File: config.mk
export PLATFORM = sky130hd
export DESIGN_NAME = axi_riscv_amo_alu_arbiter
export DESIGN_NICKNAME = d
export VERILOG_FILES = /design/src/rtl/axi_riscv_amo_alu_arbiter.sv
export SDC_FILE = /design/constraint.sdc
export NUM_CORES = 1
export LEC_CHECK = 0
export CORE_MARGIN = 4
export CORE_UTILIZATION = 30
export DETAILED_ROUTE_END_ITERATION = 8
export GPL_TIMING_DRIVEN = 0
export PLACE_DENSITY = 0.6
export SYNTH_ARGS = -nofsm -noshare
export SYNTH_HDL_FRONTEND = slang
export SYNTH_SLANG_ARGS = --single-unit
File: constraint.sdc
create_clock -name clk_i -period 15 [get_ports clk_i]
set_clock_uncertainty 0.2 [all_clocks]
set_input_delay 3 -clock clk_i [delete_from_list [all_inputs] [get_ports clk_i]]
set_output_delay 3 -clock clk_i [all_outputs]
set_load 0.1 [all_outputs]
File: src/rtl/axi_riscv_amo_alu_arbiter.sv
// Round-robin arbiter sharing one registered RISC-V AMO ALU between NumReq requesters.
// A single result is held at a time; a new op is accepted in the cycle the held result handshakes.
module axi_riscv_amo_alu_arbiter #(
  parameter int unsigned NumReq    = 4,
  parameter int unsigned DataWidth = 64,
  parameter int unsigned IdxWidth  = $clog2(NumReq)
) (
  input  logic                        clk_i,
  input  logic                        rst_ni,
  input  logic [NumReq-1:0]           req_valid_i,
  output logic [NumReq-1:0]           req_ready_o,
  input  logic [NumReq*4-1:0]         req_op_i,
  input  logic [NumReq*DataWidth-1:0] req_mem_i,
  input  logic [NumReq*DataWidth-1:0] req_opnd_i,
  output logic [NumReq-1:0]           rsp_valid_o,
  input  logic [NumReq-1:0]           rsp_ready_i,
  output logic [DataWidth-1:0]        rsp_result_o,
  output logic                        rsp_err_o,
  output logic                        busy_o
);

  typedef enum logic {IDLE, RESP} state_e;

  state_e                state_q, state_d;
  logic [IdxWidth-1:0]   ptr_q, ptr_d, grant_q, grant_d, win, cand;
  logic [DataWidth-1:0]  result_q, result_d, a_sel, b_sel;
  logic                  err_q, err_d;
  logic [3:0]            op_sel;
  logic                  any_vld, handshake, can_accept, accept;

  // Returns {err, result}; illegal ops pass the old memory value through.
  function automatic logic [DataWidth:0] amo_alu(input logic [3:0] op,
                                                 input logic [DataWidth-1:0] a,
                                                 input logic [DataWidth-1:0] b);
    logic signed [DataWidth-1:0] sa, sb;
    sa = a;
    sb = b;
    case (op)
      4'd0:    return {1'b0, a + b};
      4'd1:    return {1'b0, a & ~b};
      4'd2:    return {1'b0, a ^ b};
      4'd3:    return {1'b0, a | b};
      4'd4:    return {1'b0, (sa >= sb) ? a : b};
      4'd5:    return {1'b0, (sa <= sb) ? a : b};
      4'd6:    return {1'b0, (a >= b) ? a : b};
      4'd7:    return {1'b0, (a <= b) ? a : b};
      4'd8:    return {1'b0, b};
      default: return {1'b1, a};
    endcase
  endfunction

  // Descending scan so the candidate closest after the pointer wins.
  always_comb begin
    win     = '0;
    cand    = '0;
    any_vld = 1'b0;
    for (int i = NumReq; i >= 1; i--) begin
      cand = IdxWidth'((int'(ptr_q) + i) % int'(NumReq));
      if (req_valid_i[cand]) begin
        win     = cand;
        any_vld = 1'b1;
      end
    end
  end

  always_comb begin
    op_sel = '0;
    a_sel  = '0;
    b_sel  = '0;
    for (int i = 0; i < NumReq; i++) begin
      if (win == IdxWidth'(i)) begin
        op_sel = req_op_i[i*4 +: 4];
        a_sel  = req_mem_i[i*DataWidth +: DataWidth];
        b_sel  = req_opnd_i[i*DataWidth +: DataWidth];
      end
    end
  end

  assign handshake  = (state_q == RESP) && rsp_ready_i[grant_q];
  assign can_accept = (state_q == IDLE) || handshake;
  assign accept     = can_accept && any_vld;

  always_comb begin
    req_ready_o = '0;
    rsp_valid_o = '0;
    for (int i = 0; i < NumReq; i++) begin
      req_ready_o[i] = accept && (win == IdxWidth'(i));
      rsp_valid_o[i] = (state_q == RESP) && (grant_q == IdxWidth'(i));
    end
  end

  always_comb begin
    state_d  = state_q;
    ptr_d    = ptr_q;
    grant_d  = grant_q;
    result_d = result_q;
    err_d    = err_q;
    if (accept) begin
      state_d             = RESP;
      ptr_d               = win;
      grant_d             = win;
      {err_d, result_d}   = amo_alu(op_sel, a_sel, b_sel);
    end else if (handshake) begin
      state_d = IDLE;
    end
  end

  // Result stage: one registered operation in flight
  always_ff @(posedge clk_i or negedge rst_ni) begin
    if (!rst_ni) begin
      state_q  <= IDLE;
      ptr_q    <= IdxWidth'(NumReq - 1);
      grant_q  <= '0;
      result_q <= '0;
      err_q    <= 1'b0;
    end else begin
      state_q  <= state_d;
      ptr_q    <= ptr_d;
      grant_q  <= grant_d;
      result_q <= result_d;
      err_q    <= err_d;
    end
  end

  assign rsp_result_o = result_q;
  assign rsp_err_o    = err_q;
  assign busy_o       = (state_q == RESP);

endmodule

==> parameters.txt, run 1 <==
Parameter                              Value

Die
  Starting utilization of the core area    30.5%
  Die width    roughly 240 um
  Top-Level Pins    612
  Die height    between 200 and 250 um
  Full die area    0.0576 sq mm
  Area of the placeable core    around 0.053 sq mm
  Cell Rows    between 80 and 90

STA
  Final hold violation count    0
  Worst slew margin relative to its limit    -4.06%
  Transition time at the pin with the least slew margin    1560 ps
  Setup repair after global routing missed its margin    false
  Final hold slack    287 ps
  Final-report max-slew violation count    45
  Total Neg Setup Slack    0 ps
  Minimum clock period    13110 ps
  Final Cycle Share    87.4%
  Total setup violations reported at the end of the flow    0
  Maximum frequency from static timing analysis    between 0.07 and 0.08 GHz

Logic synthesis
  Number of synthesized flops with an enable pin    0
  Number of flip-flops and latches in the synthesized netlist    70
  Most instantiated flip-flop cell in the synthesis netlist    sky130_fd_sc_hd__dfrtp_1
  Synthesized area per cell    ~7.2 sq um
  Number of cells produced by synthesis    between 2000 and 2500
  Summed instance area of the synthesized netlist    ~0.016 sq mm
  Synth cell types    84
  Sequential share of the synthesized area    10.9%
  Mapped Nets    2969
  YS warnings    0
  Share of synthesized registers carrying an async set or reset    between 90% and 100%

Clock tree
  Post-CTS Setup Inserts    0
  Buffer type at the clock tree root    sky130_fd_sc_hd__clkbuf_16
  Count of H-tree levels built during CTS    3
  Number of buffers added to fix hold violations after cts    0
  Number of sinks driven by the clock tree    70
  Clock slew at the register clock pins of the worst setup and hold paths    70 ps
  Number of buffers created by CTS    9
  Buffer depth of the longest clock path    2
  Number of gates resized after cts    0
  TritonCTS clock tree    done
  Clock Latency Late Sink    about 400 ps

Worst hold path
  Instance count along the most critical hold path    2
  Worst min-delay path class    reg2reg
  Critical hold path startpoint    rsp_err_o$_DFFE_PN0P_

Route
  Via density    about 6.2
  Detailed-route wire length    129000 um
  Count of unresolved DRC violations after routing    0
  Drt pass-1 iters    5
  Average wire per cell in the routed design    36.2 um
  Antenna-violating nets left    0
  Iter 0 DRT Violations    2548
  Total via count after detailed routing    22200

Setup path
  Slowest Stage Delay on Critical Path    roughly 1000 ps
  Crit path cell chain    clkdlybuf4s50_1 > nand2b_1 > a21boi_1 > o21ai_2 > buf_2 > buf_2 > buf_1 > buf_1 > buf_1 > a21oi_1 > ha_1 > clkbuf_1 > nor4_1 > nand4_1 > nor4_1 > o41ai_1 > o211ai_2 > nor3_2 > o21a_1 > o41ai_4 > buf_6 > buf_6 > a222oi_1 > a31oi_1
  Critical path's most frequent cell    sky130_fd_sc_hd__buf_1
  Kind of cell adding the most delay to the critical path    buffers and inverters
  Category of the worst setup path launch point    primary input
  Worst EP required    15120 ps
  Worst setup path class    in2reg
  Worst r2r src    ptr_q[1]$_DFFE_PN1P_
  Critical Path Start    req_valid_i[2]
  Biggest fanout along the worst timing path    10
  Worst path depth    24
  Master of the slowest instance on the critical path    sky130_fd_sc_hd__buf_1
  Setup crit end kind    flop
  Arrival time at the worst endpoint    13230 ps
  Count of buffering cells on the critical path with inverters included    9
  Cell depth of the worst flop-to-flop path    23

Outcome
  Status    complete, but fails checks
  Violations in the final reports    capacitance limit, slew limit

Pwr
  Overall power of the completed layout    around 7000 uW
  Power per cell area    306 mW/mm^2
  Leakage dissipation    ~0.0099 uW
  Peak ir drop on the vdd network    0.000124 V

Global routing
  Via count of the first global-routing pass    22000
  Remaining global-route overflow    0
  GRT met3 Usage    11.9%
  Gr usage total    a little over two fifths
  Grt met2 use    approximately 66%
  Routing layer with the top usage in global route    met2
  Number of antenna violations at the first check in global routing    11
  Met1 track utilization from global routing    a little over 50%
  Maximum number of pins on one net before global-route repair    44
  First-pass GRT wire length    170000 um

Placement
  Total placed instance area    0.0231 sq mm
  Count of port buffers added during placement    611
  Routability congestion estimate from global placement    ~1.0
  Detail Placement HPWL    101000 um

Finish
  Share of layout cells above drive strength 1    6.28%
  Number of nets in the final layout    around 3600
  Final core area utilization    44.4%
  Layout-stage area growth over the synthesis result    45.5%
  Highest-count cells in the layout ignoring fill and taps    sky130_fd_sc_hd__clkdlybuf4s50_1, sky130_fd_sc_hd__a21oi_1, sky130_fd_sc_hd__ha_1
  Design Area, Final    0.0235 sq mm
  Most common cell after layout, fill and taps aside    sky130_fd_sc_hd__clkdlybuf4s50_1

Flow run
  Number of max-capacitance violations reported    5
-- logic make-up after synthesis --
kind of cell | count (synthesis) | synth area share [%]
AOI/OAI and AO/OA | 824 | 32.9
xor gates and xnor gates | 52 | 2.82
adders and majority gates | 193 | 15.0
buffers and inverters | 340 | 8.77
DFF | 70 | 10.9
muxes | 195 | 12.6
and+or+nand+nor | 564 | 17.0
-- final timing paths --
path | slack, ps | end
max reg2reg | 4500 | rsp_result_o[21]$_DFFE_PN0P_
min in group asynchronous | 2350 | rsp_result_o[32]$_DFFE_PN0P_
max in group asynchronous | 11520 | ptr_q[1]$_DFFE_PN1P_
min reg2reg | 290 | rsp_err_o$_DFFE_PN0P_
max | 1890 | rsp_result_o[21]$_DFFE_PN0P_
min | 290 | rsp_err_o$_DFFE_PN0P_
-- synth_stat cells (13+ instances only) --
master,count,area (sq um)
sky130_fd_sc_hd__a211oi_1,112,841
sky130_fd_sc_hd__a21o_1,34,255
sky130_fd_sc_hd__a21oi_1,253,1270
sky130_fd_sc_hd__a221oi_1,45,394
sky130_fd_sc_hd__a31oi_1,19,119
sky130_fd_sc_hd__and3_1,15,93.8
sky130_fd_sc_hd__buf_1,29,109
sky130_fd_sc_hd__buf_2,63,315
sky130_fd_sc_hd__clkbuf_1,76,285
sky130_fd_sc_hd__dfrtp_1,68,1700
sky130_fd_sc_hd__ha_1,192,2400
sky130_fd_sc_hd__inv_1,163,612
sky130_fd_sc_hd__mux2_2,44,495
sky130_fd_sc_hd__mux2i_1,147,1470
sky130_fd_sc_hd__nand2_1,176,661
sky130_fd_sc_hd__nand2b_1,13,81.3
sky130_fd_sc_hd__nand3_1,23,115
sky130_fd_sc_hd__nand4_1,21,131
sky130_fd_sc_hd__nor2_1,148,556
sky130_fd_sc_hd__nor2b_1,97,607
sky130_fd_sc_hd__nor3_1,18,90.1
sky130_fd_sc_hd__nor4_1,21,131
sky130_fd_sc_hd__o211ai_1,27,203
sky130_fd_sc_hd__o21ai_0,161,806
sky130_fd_sc_hd__o21ai_1,13,65.1
sky130_fd_sc_hd__o221ai_1,14,123
sky130_fd_sc_hd__o22ai_1,25,156
sky130_fd_sc_hd__o31ai_1,13,97.6
sky130_fd_sc_hd__xnor2_1,30,263
sky130_fd_sc_hd__xor2_1,22,193
-- final cells by class --
cell class,count,area [sq um]
Sequential cell,70,1750
Fill cell,5433,29400
Multi-Input combinational cell,1828,13000
Tap cell,688,861
Buffer,177,812
Inverter,163,612
Antenna cell,3,7.51
Clock buffer,9,225
Timing Repair Buffer,613,6160
Clock inverter,7,80.1
-- where the power goes --
group          leakage, uW  total (uW)  switching (uW)  internal (uW)
registers         0.000816         386            89.6            296
clock network     0.000143         261             129            131
logic              0.00895        6530            4680           1850
-- worst register-to-register path: cells and delay by family (launching register included) --
| family | cells | cell delay (ps) |
|---|---|---|
| AOI/OAI and AO/OA | 9 | 2980 |
| adders and majority gates | 1 | 360 |
| buffers and inverters | 8 | 4510 |
| DFF | 1 | 610 |
| and+or+nand+nor | 5 | 1790 |
-- flip-flops by register name, indices dropped and copies added (netlist names) --
name / count
busy_o: 1
rsp_result_o: 64
rsp_err_o: 1
ptr_q: 2
grant_q: 2
-- metrics by stage --
step	worst slack, ps	instances
6_report	1890	3558
3_3_place_gp	1860	3537
3_5_place_dp	1870	3538
4_1_cts	2320	3554
2_1_floorplan	5310	2238
5_1_grt	2050	3556
-- layer usage --
metal	routed length (um)	share of wire [%]
met4	9810	7.6
met2	55600	43
met5	67	0.052
met1	49400	38
met3	14000	11
No activity file was read; power rests on OpenSTA's default activity.
==> run 2: changes to the inputs <==
--- a/config.mk
+++ b/config.mk
@@ -10,5 +10,5 @@
 export DETAILED_ROUTE_END_ITERATION = 8
 export GPL_TIMING_DRIVEN = 0
-export PLACE_DENSITY = 0.6
+export PLACE_DENSITY = 0.62
 export SYNTH_ARGS = -nofsm -noshare
 export SYNTH_HDL_FRONTEND = slang
==> constraint.sdc (replaced) <==
create_clock -name clk_i -period 11.85 [get_ports clk_i]
set_clock_uncertainty 0.2 [all_clocks]
set_input_delay 2.37 -clock clk_i [delete_from_list [all_inputs] [get_ports clk_i]]
set_output_delay 2.37 -clock clk_i [all_outputs]
set_load 0.05 [all_outputs]
==> parameters.txt, run 2 (synthesized netlist as in run 1, its figures left out) <==
Parameter                              Value

STA
  Transition time at the pin with the least slew margin    1500 ps (was 1560 ps)
  Worst Setup Slack, final    -59.7 ps (was 1890 ps)
  Final hold violation count    0 (unchanged)
  Minimum clock period    ~12000 ps
  Total setup violations reported at the end of the flow    2 (was 0)
  Worst slew margin relative to its limit    -0.295% (was -4.06%)
  Final hold slack    294 ps (was 287 ps)
  Final Cycle Share    101%
  Total Neg Setup Slack    -77.7 ps (was 0 ps)
  Maximum frequency from static timing analysis    0.0840 GHz
  Setup repair after global routing missed its margin    false (unchanged)
  Final-report max-slew violation count    14 (was 45)

Die
  Full die area    0.0576 sq mm (unchanged)
  Die width    240 um (unchanged)
  Top-Level Pins    612 (unchanged)
  Cell Rows    84 (unchanged)
  Die height    240 um (unchanged)
  Starting utilization of the core area    30.5% (unchanged)
  Area of the placeable core    0.0529 sq mm (unchanged)

Global routing
  Maximum number of pins on one net before global-route repair    48 (was 44)
  Number of antenna violations at the first check in global routing    12 (was 11)
  Remaining global-route overflow    0 (unchanged)
  Via count of the first global-routing pass    21900 (was 22000)
  First-pass GRT wire length    170000 um (about the same)
  Gr usage total    42.6% (was 42.5%)

Finish
  Layout-stage area growth over the synthesis result    46.1% (was 45.5%)
  Largest register FFs    64 (unchanged)
  Area taken by multi-input logic gates    0.0130 sq mm (about the same)
  FF/Latch Area    0.00175 sq mm (unchanged)
  Most common cell after layout, fill and taps aside    sky130_fd_sc_hd__clkdlybuf4s50_1 (unchanged)
  FILL cells    5458 (was 5433)
  Share of layout cells above drive strength 1    6.83% (was 6.28%)
  Highest-count cells in the layout ignoring fill and taps    sky130_fd_sc_hd__clkdlybuf4s50_1, sky130_fd_sc_hd__a21oi_1, sky130_fd_sc_hd__ha_1 (unchanged)
  Number of nets in the final layout    3595 (was 3593)

Outcome
  Status    complete, but fails checks (unchanged)
  Violations in the final reports    capacitance limit, slew limit, setup timing (was capacitance limit, slew limit)

Pwr
  Peak ir drop on the vdd network    0.000132 V (was 0.000124 V)
  Power per cell area    369 mW/mm^2 (was 306 mW/mm^2)
  Leakage dissipation    0.00998 uW (was 0.00991 uW)

Setup path
  Master of the slowest instance on the critical path    sky130_fd_sc_hd__clkdlybuf4s15_1 (was sky130_fd_sc_hd__buf_1)
  Arrival time at the worst endpoint    11980 ps (was 13230 ps)
  Setup crit end kind    flop (unchanged)
  Biggest fanout along the worst timing path    10 (unchanged)
  Worst flop-to-flop path endpoint    rsp_result_o[42]$_DFFE_PN0P_ (was rsp_result_o[21]$_DFFE_PN0P_)
  Critical path's most frequent cell    sky130_fd_sc_hd__buf_2 (was sky130_fd_sc_hd__buf_1)
  Category of the worst setup path launch point    primary input (unchanged)
  Slowest Stage Delay on Critical Path    960 ps (was 1010 ps)
  Cell depth of the worst flop-to-flop path    22 (was 23)
  Worst r2r src    ptr_q[0]$_DFFE_PN1P_ (was ptr_q[1]$_DFFE_PN1P_)
  Crit path cell chain    clkdlybuf4s50_1 > nand2b_1 > a21boi_1 > o21ai_2 > buf_2 > buf_2 > clkbuf_1 > clkdlybuf4s15_1 > o21ai_0 > inv_1 > ha_1 > buf_2 > nor4_2 > nand4_1 > nor4_1 > o41ai_1 > o211ai_2 > nor3_2 > nor3_2 > o41a_1 > buf_2 > o21ai_0 > a221oi_1 > nor2_1 (was clkdlybuf4s50_1 > nand2b_1 > a21boi_1 > o21ai_2 > buf_2 > buf_2 > buf_1 > buf_1 > buf_1 > a21oi_1 > ha_1 > clkbuf_1 > nor4_1 > nand4_1 > nor4_1 > o41ai_1 > o211ai_2 > nor3_2 > o21a_1 > o41ai_4 > buf_6 > buf_6 > a222oi_1 > a31oi_1)
  Worst EP required    11920 ps (was 15120 ps)
  R2R Setup Slk    1900 ps (was 4500 ps)
  Worst setup path class    in2reg (unchanged)

Clock tree
  Buffer type at the clock tree root    sky130_fd_sc_hd__clkbuf_16 (unchanged)
  Count of H-tree levels built during CTS    3 (unchanged)
  Clock Latency Late Sink    400 ps (about the same)
  TritonCTS clock tree    done (unchanged)
  Number of buffers added to fix hold violations after cts    0 (unchanged)
  Number of buffers created by CTS    9 (unchanged)
  Number of sinks driven by the clock tree    70 (unchanged)
  Clock slew at the register clock pins of the worst setup and hold paths    80 ps (was 70 ps)
  Buffer depth of the longest clock path    2 (unchanged)

Route
  Total via count after detailed routing    22200 (about the same)
  Iter 0 DRT Violations    2537 (was 2548)
  Average wire per cell in the routed design    36.2 um (about the same)
  Count of unresolved DRC violations after routing    0 (unchanged)
  Antenna-violating nets left    0 (unchanged)
  Detailed-route wire length    129000 um (about the same)
  Drt pass-1 iters    6 (was 5)
  Via density    6.23 (was 6.25)

Worst hold path
  Worst min-delay path class    reg2reg (unchanged)
  Worst Hold Endpoint    rsp_result_o[25]$_DFFE_PN0P_ (was rsp_err_o$_DFFE_PN0P_)
  Instance count along the most critical hold path    2 (unchanged)
  Critical hold path startpoint    rsp_result_o[25]$_DFFE_PN0P_ (was rsp_err_o$_DFFE_PN0P_)

Placement
  Count of port buffers added during placement    611 (unchanged)
  Routability congestion estimate from global placement    1.02 (was 1.04)
  Detail Placement HPWL    101000 um (about the same)

Flow run
  Number of max-capacitance violations reported    2 (was 5)
-- run 2: worst max-delay path by stage --
stage / startpoint / end / slack [ps] / depth (start not counted)
floorplan: req_valid_i[2] / rsp_result_o[51]$_DFFE_PN0P_ / 4180 / 24
global placement: req_valid_i[3] / rsp_result_o[21]$_DFFE_PN0P_ / -960 / 24
detailed placement: req_valid_i[3] / rsp_result_o[21]$_DFFE_PN0P_ / -930 / 24
CTS: req_valid_i[3] / rsp_result_o[41]$_DFFE_PN0P_ / 170 / 24
global route: req_valid_i[3] / rsp_result_o[42]$_DFFE_PN0P_ / 40 / 24
finish: req_valid_i[3] / rsp_result_o[42]$_DFFE_PN0P_ / -60 / 24
-- run 2: cell type report --
class	instances	share of cell area, %
multi-input cells	1828	55.1
flip-flops and latches	70	7.44
inverters	163	2.60
well taps	688	3.65
diodes	9	0.0955
clock inverters	6	0.361
repair buffers	616	26.2
plain buffers	176	3.59
clock buffers	10	1.01
-- run 2: power breakdown --
part,switching [uW],leakage [uW],internal [uW]
Combinational,5490,0.00900,2360
Sequential,112,0.000816,375
Clock,163,0.000155,190
Total,5760,0.00998,2930
-- run 2: critical path: cells and delay by family --
kind / cells / cell delay [ps]
buf+inv: 8 / 4350
simple gates: 7 / 2080
compound gates: 8 / 2870
fa+ha+maj: 1 / 250
-- run 2: what timing repair did --
| action | CTS | global route |
|---|---|---|
| setup endpoints to repair | 56 | 46 |
| buffers inserted | 4 | 0 |
| pin swaps | 1 | 0 |
| resized for setup | 3 | 19 |
-- run 2: per-layer routing --
metal	wire length (um)	up-vias	global-route usage, %
met3	14600	355	14.2
met5	62	-	0
met4	9910	4	29.3
met2	55300	1637	65.1
li1	-	9439	-
met1	49300	10800	50.6
-- run 2: metrics by stage --
stage          std cells  instance area [sq um]  setup slack (ps)  utilization (%)  total power [uW]
6_report            3566                  23600             -59.7             44.6              8690
5_1_grt             3557                  23600              44.0             44.6              8990
4_1_cts             3558                  23500               173             44.5              8370
3_5_place_dp        3538                  23200              -929             43.8              7970
3_3_place_gp        3537                  23100              -962             43.7              7970
2_1_floorplan       2238                  16100              4180                -              4960
